<file path="src/rtl/divider3_seq_if.sv">
// Handshake and operand/result bundle for the sequential 6-by-3 restoring divider.
interface divider3_seq_if;
    logic       start;
    logic [5:0] a;
    logic [2:0] b;
    logic [5:0] q;
    logic [2:0] r;
    logic       busy;
    logic       done;
    logic       dz;

    modport master (
        output start, a, b,
        input  q, r, busy, done, dz
    );

    modport slave (
        input  start, a, b,
        output q, r, busy, done, dz
    );
endinterface

</file>
<file path="src/rtl/divider3_seq.sv">
// Sequential 6-bit / 3-bit unsigned restoring divider, one quotient bit per clock,
// MSB first, under a start/busy/done handshake.
module divider3_seq (
    input  logic          clk,
    input  logic          rst_n,
    divider3_seq_if.slave bus
);

    typedef enum logic [1:0] {
        IDLE = 2'd0,
        RUN  = 2'd1,
        DONE = 2'd2
    } state_t;

    state_t     state, state_nxt;
    logic [5:0] dvd, dvd_nxt;
    logic [2:0] dvs, dvs_nxt;
    logic [3:0] p, p_nxt;
    logic [2:0] cnt, cnt_nxt;
    logic [5:0] q, q_nxt;
    logic [2:0] r, r_nxt;
    logic       dz, dz_nxt;
    logic [3:0] p_shift;
    logic       q_bit;

    always_ff @(posedge clk) begin
        if (!rst_n) begin
            state <= IDLE;
            dvd   <= '0;
            dvs   <= '0;
            p     <= '0;
            cnt   <= '0;
            q     <= '0;
            r     <= '0;
            dz    <= 1'b0;
        end else begin
            state <= state_nxt;
            dvd   <= dvd_nxt;
            dvs   <= dvs_nxt;
            p     <= p_nxt;
            cnt   <= cnt_nxt;
            q     <= q_nxt;
            r     <= r_nxt;
            dz    <= dz_nxt;
        end
    end

    always_comb begin
        state_nxt = state;
        dvd_nxt   = dvd;
        dvs_nxt   = dvs;
        p_nxt     = p;
        cnt_nxt   = cnt;
        q_nxt     = q;
        r_nxt     = r;
        dz_nxt    = dz;
        // Bring down the next dividend bit, then trial-subtract the divisor.
        p_shift   = {p[2:0], dvd[5]};
        q_bit     = (p_shift >= {1'b0, dvs});

        case (state)
            IDLE: begin
                if (bus.start) begin
                    if (bus.b == 3'd0) begin
                        q_nxt     = 6'h3F;
                        r_nxt     = 3'd0;
                        dz_nxt    = 1'b1;
                        state_nxt = DONE;
                    end else begin
                        dvd_nxt   = bus.a;
                        dvs_nxt   = bus.b;
                        p_nxt     = 4'd0;
                        cnt_nxt   = 3'd0;
                        dz_nxt    = 1'b0;
                        state_nxt = RUN;
                    end
                end
            end
            RUN: begin
                p_nxt   = q_bit ? (p_shift - {1'b0, dvs}) : p_shift;
                q_nxt   = {q[4:0], q_bit};
                dvd_nxt = {dvd[4:0], 1'b0};
                cnt_nxt = cnt + 3'd1;
                if (cnt == 3'd5) begin
                    // The remainder is below the divisor, so p[3] is zero here.
                    r_nxt     = p_nxt[2:0];
                    state_nxt = DONE;
                end
            end
            DONE: state_nxt = IDLE;
            default: state_nxt = IDLE;
        endcase
    end

    assign bus.q    = q;
    assign bus.r    = r;
    assign bus.dz   = dz;
    assign bus.busy = (state == RUN) || (state == DONE);
    assign bus.done = (state == DONE);

endmodule
</file>
<file path="src/flat_wrapper.sv">
// flat-port wrapper written by rule: the top's interface ports become plain ports
module divider3_seq_flat 
  (clk, rst_n, bus_start, bus_a, bus_b, bus_q, bus_r, bus_busy, bus_done, bus_dz);
  divider3_seq_if bus_i ();
  input  logic clk;
  input  logic rst_n;
  input wire logic [$bits(bus_i.start)-1:0] bus_start;
  input wire logic [$bits(bus_i.a)-1:0] bus_a;
  input wire logic [$bits(bus_i.b)-1:0] bus_b;
  output wire logic [$bits(bus_i.q)-1:0] bus_q;
  output wire logic [$bits(bus_i.r)-1:0] bus_r;
  output wire logic [$bits(bus_i.busy)-1:0] bus_busy;
  output wire logic [$bits(bus_i.done)-1:0] bus_done;
  output wire logic [$bits(bus_i.dz)-1:0] bus_dz;
  assign bus_i.start = bus_start;
  assign bus_i.a = bus_a;
  assign bus_i.b = bus_b;
  assign bus_q = bus_i.q;
  assign bus_r = bus_i.r;
  assign bus_busy = bus_i.busy;
  assign bus_done = bus_i.done;
  assign bus_dz = bus_i.dz;
  divider3_seq u_core (.clk(clk), .rst_n(rst_n), .bus(bus_i));
endmodule
</file>
<file path="config.mk">
export PLATFORM = sky130hd
export DESIGN_NAME = divider3_seq_flat
export DESIGN_NICKNAME = d
export VERILOG_FILES = /design/src/rtl/divider3_seq_if.sv /design/src/rtl/divider3_seq.sv /design/src/flat_wrapper.sv
export SDC_FILE = /design/constraint.sdc
export NUM_CORES = 1
export LEC_CHECK = 0
export CORE_ASPECT_RATIO = 1.1
export CORE_MARGIN = 10
export CORE_UTILIZATION = 41
export DETAILED_ROUTE_END_ITERATION = 6
export SLEW_MARGIN = 20
export SYNTH_ARGS = -nofsm -noshare
export SYNTH_HDL_FRONTEND = slang
export SYNTH_SLANG_ARGS = --single-unit
</file>
<file path="constraint.sdc">
create_clock -name clk -period 2.5 [get_ports clk]
set_input_delay 0.375 -clock clk [delete_from_list [all_inputs] [get_ports clk]]
set_output_delay 0.375 -clock clk [all_outputs]
set_load 0.02 [all_outputs]
</file>
# [Word-level counts from Yosys, hierarchy flattened]
# Index checks and enable logic that the tools add are counted.
[word_totals] reg_bits=27 input_bits=12 output_inout_bits=12 elab_cells=51
[op_classes] add_sub_neg=2 n_lt_le_gt_ge=1 n_eq_ne=7 mux=22 bitwise_logic=1 reduce_logical=10
[ops] op="two-way mux 3 bit" count=8
[ops] op="two-way mux 6 bit" count=4
[ops] op="case mux 6 bit (2 select lines)" count=2
[ops] op="case mux 3 bit (2 select lines)" count=3
[ops] op="AND reduction 3 bit" count=3
[ops] op="two-way mux 2 bit" count=3
[ops] op=">= comparator 4 x 3 -> 1 bit" count=1
[ops] op="!= test 2 x 1 -> 1 bit (second input constant)" count=2
[ops] op="!= test 2 bit (second input constant)" count=2
[ops] op="case mux 2 bit (2 select lines)" count=1
[ops] op="AND reduction 2 bit" count=2
[ops] op="AND reduction 4 bit" count=1
[ops] op="adder 3 x 1 -> 3 bit (second input constant)" count=1
[ops] op="== test 3 bit (second input constant)" count=1
[ops] op="zero test 3 bit" count=1
[ops] op="subtractor 3 bit" count=1
[ops] op="== test 2 x 1 -> 1 bit (second input constant)" count=1
[ops] op="== test 2 bit (second input constant)" count=1
[ops] op="zero test 2 bit" count=1
[ops] op="nonzero test 2 bit" count=1
[ops] op="logical OR 1 bit" count=1
[ops] op="two-way mux 1 bit" count=1
[ops] op="NOT 1 bit" count=1

# [Longest topological paths before layout]
# Gate-level depths: netlist of run 1.
[depth] word_depth=4 ltp_mapped=8 mapped_depth_nobuf=7

# [Least setup slack after synthesis of run 1]
# Ideal clock, no wire load.
[synth_timing] path_kind="flip-flop to flip-flop" startpoint="reg u_core.dvd[5]" endpoint="reg u_core.p[2]" setup_time_ns=0.116 arrival_time_ns=1.845 required_time_ns=2.384 path_slack_ns=0.538 stages_incl_launch_ff=8 n_path_buf=0 period_less_slack_ns=1.962 path_cell_list="dfxtp_1 > inv_1 > ha_1 > fa_1 > a21bo_2 > a211oi_4 > mux2_2 > a41o_1"
[synth_between] elab_chain_cells=3 word_cells_on_any_way=4 classes_between="add/sub (1); order compare (1); mux (2)"
[synth_lines] element="from (decl)" line_no="divider3_seq.sv:16" text="logic [5:0] dvd, dvd_nxt;"
[synth_lines] element="from (signal assigned)" line_no="divider3_seq.sv:38" text="dvd <= dvd_nxt;"
[synth_lines] element=">= comparator 4 x 3 -> 1 bit / subtractor 3 bit (equally long branches)" line_no="divider3_seq.sv:59, divider3_seq.sv:80"
[synth_lines] element="two-way mux 3 bit (*)" line_no="divider3_seq.sv:80" text="p_nxt = q_bit ? (p_shift - {1'b0, dvs}) : p_shift;"
[synth_lines] element="case mux 3 bit (2 select lines) (*)" line_no="divider3_seq.sv:61" text="case (state)"
[synth_lines] element="to (signal assigned)" line_no="divider3_seq.sv:40" text="p <= p_nxt;"
[synth_lines] element="to (decl)" line_no="divider3_seq.sv:18" text="logic [3:0] p, p_nxt;"
# Every way passes the cells marked *; elsewhere a longest branch is shown, timed or not.
# A chain may end at the register's enable or synchronous reset.

# [Final worst setup path of run 1]
# Same ends and word-level chain as after synthesis.

==> results.json, run 1 <==
{
  "port_buffers": 23,
  "grt_pass1_wl_um": 5390,
  "leakagePower_uw": 0.000791,
  "yosys-top-cells-area": "dfxtp_1, o211a_1, ha_1",
  "rsz0062_at_grt": "false",
  "netlist_area_um2": 1460,
  "synth.most_common_cell": "dfxtp_1",
  "setup_tns_ps": 0,
  "grt-ovfl-total": 0,
  "syn2layout_area_growth_pct": 19.2,
  "p_per_area_nw_per_um2": 630,
  "grt_max_degree": 20,
  "gp_congestion": 0.735,
  "diodes": 0,
  "placed_area_um2": 1720,
  "num_io_pins": 24,
  "cts_inserted_buffers": 3,
  "yosysSeqAreaShare": 0.370,
  "hold_path_class": "flip-flop to flip-flop",
  "synth_ff_type": "dfxtp_1",
  "postCtsSetupBuffers": 0,
  "worst_slew_pin_slew_ps": 625,
  "drv_slew": 0,
  "arrival_ps": 2340,
  "drive_gt1_frac": 0.134,
  "yosys_warnings": 0,
  "run_status": "finished, final reports clean",
  "dr.pass1.iters": 4,
  "routedWlPerCell_um": 15.0,
  "ys_seq_elements": 27,
  "synth_edf_count": 0,
  "fin_nets": 186,
  "max-cap-violations": 0,
  "crit_path_start_kind": "flip-flop",
  "antenna_found_initial": 0,
  "yosys.area.top_type": "dfxtp_1",
  "fmax_mhz": 474,
  "finalSetupViolations": 0,
  "htree_levels": 1,
  "multi_input_comb_area_um2": 817,
  "grt_pass1_vias": 1176,
  "clock_path_buffers": 2,
  "synthArstFlopShare": 0,
  "core_area_um2": 3390,
  "cts-root-buf": "clkbuf_4",
  "dr_total_vias": 1136,
  "hold_buffers": 0,
  "dieArea_um2": 6360,
  "cts_resized": 0,
  "register_area_um2": 541,
  "start_util": 0.432,
  "fin_worst_skew_ps": 1.83,
  "finish.instance_area_um2": 1740,
  "clkSinkCount": 27,
  "rows": 22,
  "cts_tree": "built",
  "drtAntennaViolNets": 0,
  "die_w_um": 76.9,
  "cp_max_fo": 4,
  "wl_um": 3180,
  "die_h_um": 82.6,
  "crit_required_ps": 2730,
  "drt_iter0_drc": 44,
  "grt_usage": 0.105,
  "hpwl_um": 2400,
  "fillers": 330,
  "period_share": 0.844,
  "timing.hold.ws_ps": 488,
  "synthesis.instances": 142,
  "min_period_ps": 2110,
  "syn_avg_cell_area_um2": 10.3,
  "slew_headroom": 0.582,
  "final_core_util": 0.514,
  "syn_nets": 163,
  "crit_type": "flip-flop to flip-flop",
  "hold_violations": 0,
  "power_uw": 1100,
  "yosys.cell_types.count": 40,
  "cp-end-kind": "flip-flop",
  "synth_common_cells": "dfxtp_1, nand2_1, o211a_1",
  "clk_latency_ps": 320,
  "avgViaCountPerCell": 5.36,
  "drc": 0,
  "clk_pin_slew_ps": 140,
  "synth_top_cell_area_share": 0.370,
  "ir_drop_uv": 410
}
## per-stage QoR
stage / setup WS [ps] / instances
after global routing: 264 / 212
after global placement: 338 / 208
after floorplan: 538 / 142
after CTS: 369 / 212
final: 391 / 212
after detailed placement: 278 / 208
## final timing paths
| check | cells past startpoint | from | slack, ps | end |
|---|---|---|---|---|
| worst max-delay path | 7 | u_core.dvd[5] | 390 | u_core.p[2] |
| worst min-delay path | 2 | u_core.cnt[1] | 490 | u_core.cnt[1] |
| worst max register to register | 7 | u_core.dvd[5] | 390 | u_core.p[2] |
| worst min register to register | 2 | u_core.cnt[1] | 490 | u_core.cnt[1] |
## cells in the final DEF (no fill, tap or decap), drive strengths merged, types with 2 or more instances in the layout
cell type | synthesis | routed
dfxtp | 27 | 27
clkdlybuf4s50 | 0 | 23
nand2 | 15 | 15
o211a | 12 | 12
inv | 8 | 8
ha | 8 | 8
mux2i | 7 | 7
a21oi | 5 | 5
nand3b | 5 | 5
buf | 5 | 5
nor2b | 4 | 4
and3 | 4 | 4
a21boi | 4 | 4
clkbuf | 4 | 4
nand3 | 3 | 3
a41o | 3 | 3
a31o | 3 | 3
o21ai | 3 | 3
and2 | 3 | 3
a32oi | 2 | 2
nand4b | 2 | 2
a211oi | 2 | 2
## area by class of cell
type | instances | area share
tap | 48 | 0.0345
timing repair buffer | 28 | 0.154
inverter | 8 | 0.0172
sequential | 27 | 0.310
clock buffer | 4 | 0.0151
multi-input combinational | 97 | 0.469
## kinds of logic (layout without fill, tap and decap cells)
kind of cell	Yosys count	in the layout	synth area share
and+or+nand+nor	41	41	0.167
AOI/OAI and AO/OA	38	38	0.248
DFF	27	27	0.370
buffers and inverters	18	40	0.0711
adders and majority gates	9	9	0.0822
muxes	8	8	0.0557
xor gates and xnor gates	1	1	0.00599
## worst max-delay path: stages, from the launching register on
cell	delay (ps)
dfxtp_1	340
inv_1	70
ha_1	170
fa_1	200
a21bo_2	250
a211oi_4	350
mux2_2	400
a41o_1	240
## state kept, by name, summed over array words and instances, names as in the netlist
| signal | count |
|---|---|
| u_core.cnt | 3 |
| u_core.bus.r | 3 |
| u_core.bus.q | 6 |
| u_core.p | 3 |
| u_core.dvs | 3 |
| u_core.bus.dz | 1 |
| u_core.state | 2 |
| u_core.dvd | 6 |
## routing by layer
| layer | global-route usage | up-vias | wire length, um |
|---|---|---|---|
| met5 | 0 | - | 0 |
| met4 | 0.0483 | 0 | 48 |
| met3 | 0.0346 | 4 | 164 |
| met2 | 0.191 | 19 | 1630 |
| met1 | 0.109 | 555 | 1340 |
| li1 | - | 558 | - |
## where the power goes
part | switching, uW | internal [uW]
registers | 28.8 | 477
clock network | 127 | 62.5
logic | 217 | 186
total | 372 | 725
Note: power is estimated with default switching activity, not from simulation.
==> run 2: changes to the inputs <==
clock period = 2.1 ns   (was 2.5 ns; I/O delays follow)
==> results.json, run 2 (synthesis results as in run 1) <==
{
  "run_status": "finished, final reports clean",
  "cp_slowest_cell": "fa_1",
  "swShare": 0.344,
  "rr_startpoint": "u_core.dvd[5]",
  "ir_drop_uv": 434,
  "p_per_area_nw_per_um2": 756,
  "wl_um": 3220,
  "clk_pin_slew_ps": 150,
  "finish.instance_area_um2": 1770,
  "grt_pass1_vias": 1175,
  "hold_path_class": "flip-flop to flip-flop",
  "postCtsSetupBuffers": 0,
  "start_util": 0.432,
  "reg_top3": "u_core.bus.q (6), u_core.dvd (6)",
  "cts_inserted_buffers": 3,
  "crit_required_ps": 2350,
  "pre_cts_ws_ps": 34.0,
  "final_cells": 215,
  "grt_max_degree": 16,
  "final_cell_mix": "dfxtp_1, clkdlybuf4s50_1, nand2_1",
  "hp-start": "u_core.dvs[2]",
  "max-cap-violations": 0,
  "routedWlPerCell_um": 15.0,
  "drtAntennaViolNets": 0,
  "dieArea_um2": 6360,
  "internal_power_uw": 878,
  "drt_iter0_drc": 51,
  "crit_chain": "inv_1, ha_1, fa_1, a21bo_2, a211oi_4, buf_4, mux2i_2, a31o_2",
  "avgViaCountPerCell": 5.15,
  "num_io_pins": 24,
  "hold_violations": 0,
  "leakagePower_uw": 0.000809,
  "fmax_mhz": 495,
  "path_delay_family": "adder cells",
  "slowest_delay_ps": 460,
  "die_w_um": 76.9,
  "syn2layout_area_growth_pct": 21.1,
  "drc": 0,
  "dr_total_vias": 1108,
  "diodes": 0,
  "hold_buffers": 0,
  "crit_type": "flip-flop to flip-flop",
  "drv_slew": 0,
  "cp_max_fo": 3,
  "pwr-share-comb": 0.375,
  "clkPwrFrac": 0.176,
  "hpwl_um": 2480,
  "period_share": 0.963,
  "slew_headroom": 0.681,
  "critical_path.startpoint": "u_core.dvd[5]",
  "clkSinkCount": 27,
  "placed_area_um2": 1740,
  "worst_slew_pin_slew_ps": 477,
  "min_period_ps": 2020,
  "p_seq_frac": 0.450,
  "core_area_um2": 3390,
  "arrival_ps": 2270,
  "cts-root-buf": "clkbuf_4",
  "finalSetupViolations": 0,
  "antenna_found_initial": 0,
  "drive_gt1_frac": 0.168,
  "rows": 22,
  "grt_pass1_wl_um": 5570,
  "grt-ovfl-total": 0,
  "switchingPower_uw": 460,
  "htree_levels": 1,
  "cp-end-kind": "flip-flop",
  "fin_worst_skew_ps": 9.23,
  "fin_nets": 189,
  "crit_path_start_kind": "flip-flop",
  "cts_resized": 0,
  "setup_slack_ps": 78.1,
  "grt_usage": 0.106,
  "gp_congestion": 0.832,
  "port_buffers": 23,
  "crit_buf_inv": 2,
  "die_h_um": 82.6,
  "cts_tree": "built",
  "post-place-cells": 211,
  "clock_path_buffers": 2,
  "fillers": 336,
  "dr.pass1.iters": 4,
  "layout_commonest_cell": "dfxtp_1",
  "timing.hold.ws_ps": 484,
  "clk_latency_ps": 340,
  "power_uw": 1340
}
[run 2: cell types whose count changed in the layout (fill, tap and decap cells not counted)]
cell and delta:
buf_4 +3, clkbuf_1 -1, clkinv_2 +1, dfxtp_1 -1
dfxtp_2 +1, mux2i_1 -1, mux2i_2 +1
[run 2: worst paths after layout]
path / slack (ps) / cells after the start / to
max: 80 / 8 / u_core.bus.r[1]
max reg2reg: 80 / 8 / u_core.bus.r[1]
min: 480 / 2 / u_core.dvs[2]
min reg2reg: 480 / 2 / u_core.dvs[2]
[run 2: cell type report]
| class | instances | area [um2] | area share |
|---|---|---|---|
| sequential | 27 | 542 | 0.306 |
| timing repair buffer | 31 | 290 | 0.164 |
| tap | 48 | 60.1 | 0.0339 |
| clock inverter | 1 | 5.00 | 0.00283 |
| multi-input combinational | 97 | 821 | 0.464 |
| clock buffer | 3 | 22.5 | 0.0127 |
| inverter | 8 | 30.0 | 0.0170 |
[run 2: tightest hold or removal path, cell delays in order (launching register included)]
cell and delay [ps]:
dfxtp_1 350, nand2_1 50, a21boi_0 60
[run 2: power groups by stage]
stage          combinational (uW)  clock (uW)  sequential (uW)
6_report                      501         235              602
5_1_grt                       554         261              611
4_1_cts                       504         240              602
3_5_place_dp                  501           0              614
3_3_place_gp                  490           0              610
2_1_floorplan                 338           0              624
[run 2: per-stage QoR]
step,utilization,setup TNS (ps)
global route,0.523,-0.533
CTS,0.521,0
finish,0.523,0
floorplan,-,0
global placement,0.513,0
detailed placement,0.513,0
[run 2: metal layers]
layer,GRT usage,vias up,part of all wire
met2,0.194,16,0.52
met3,0.0356,4,0.055
met4,0.0335,0,0.011
met5,0,-,0
met1,0.114,527,0.42
li1,-,561,-
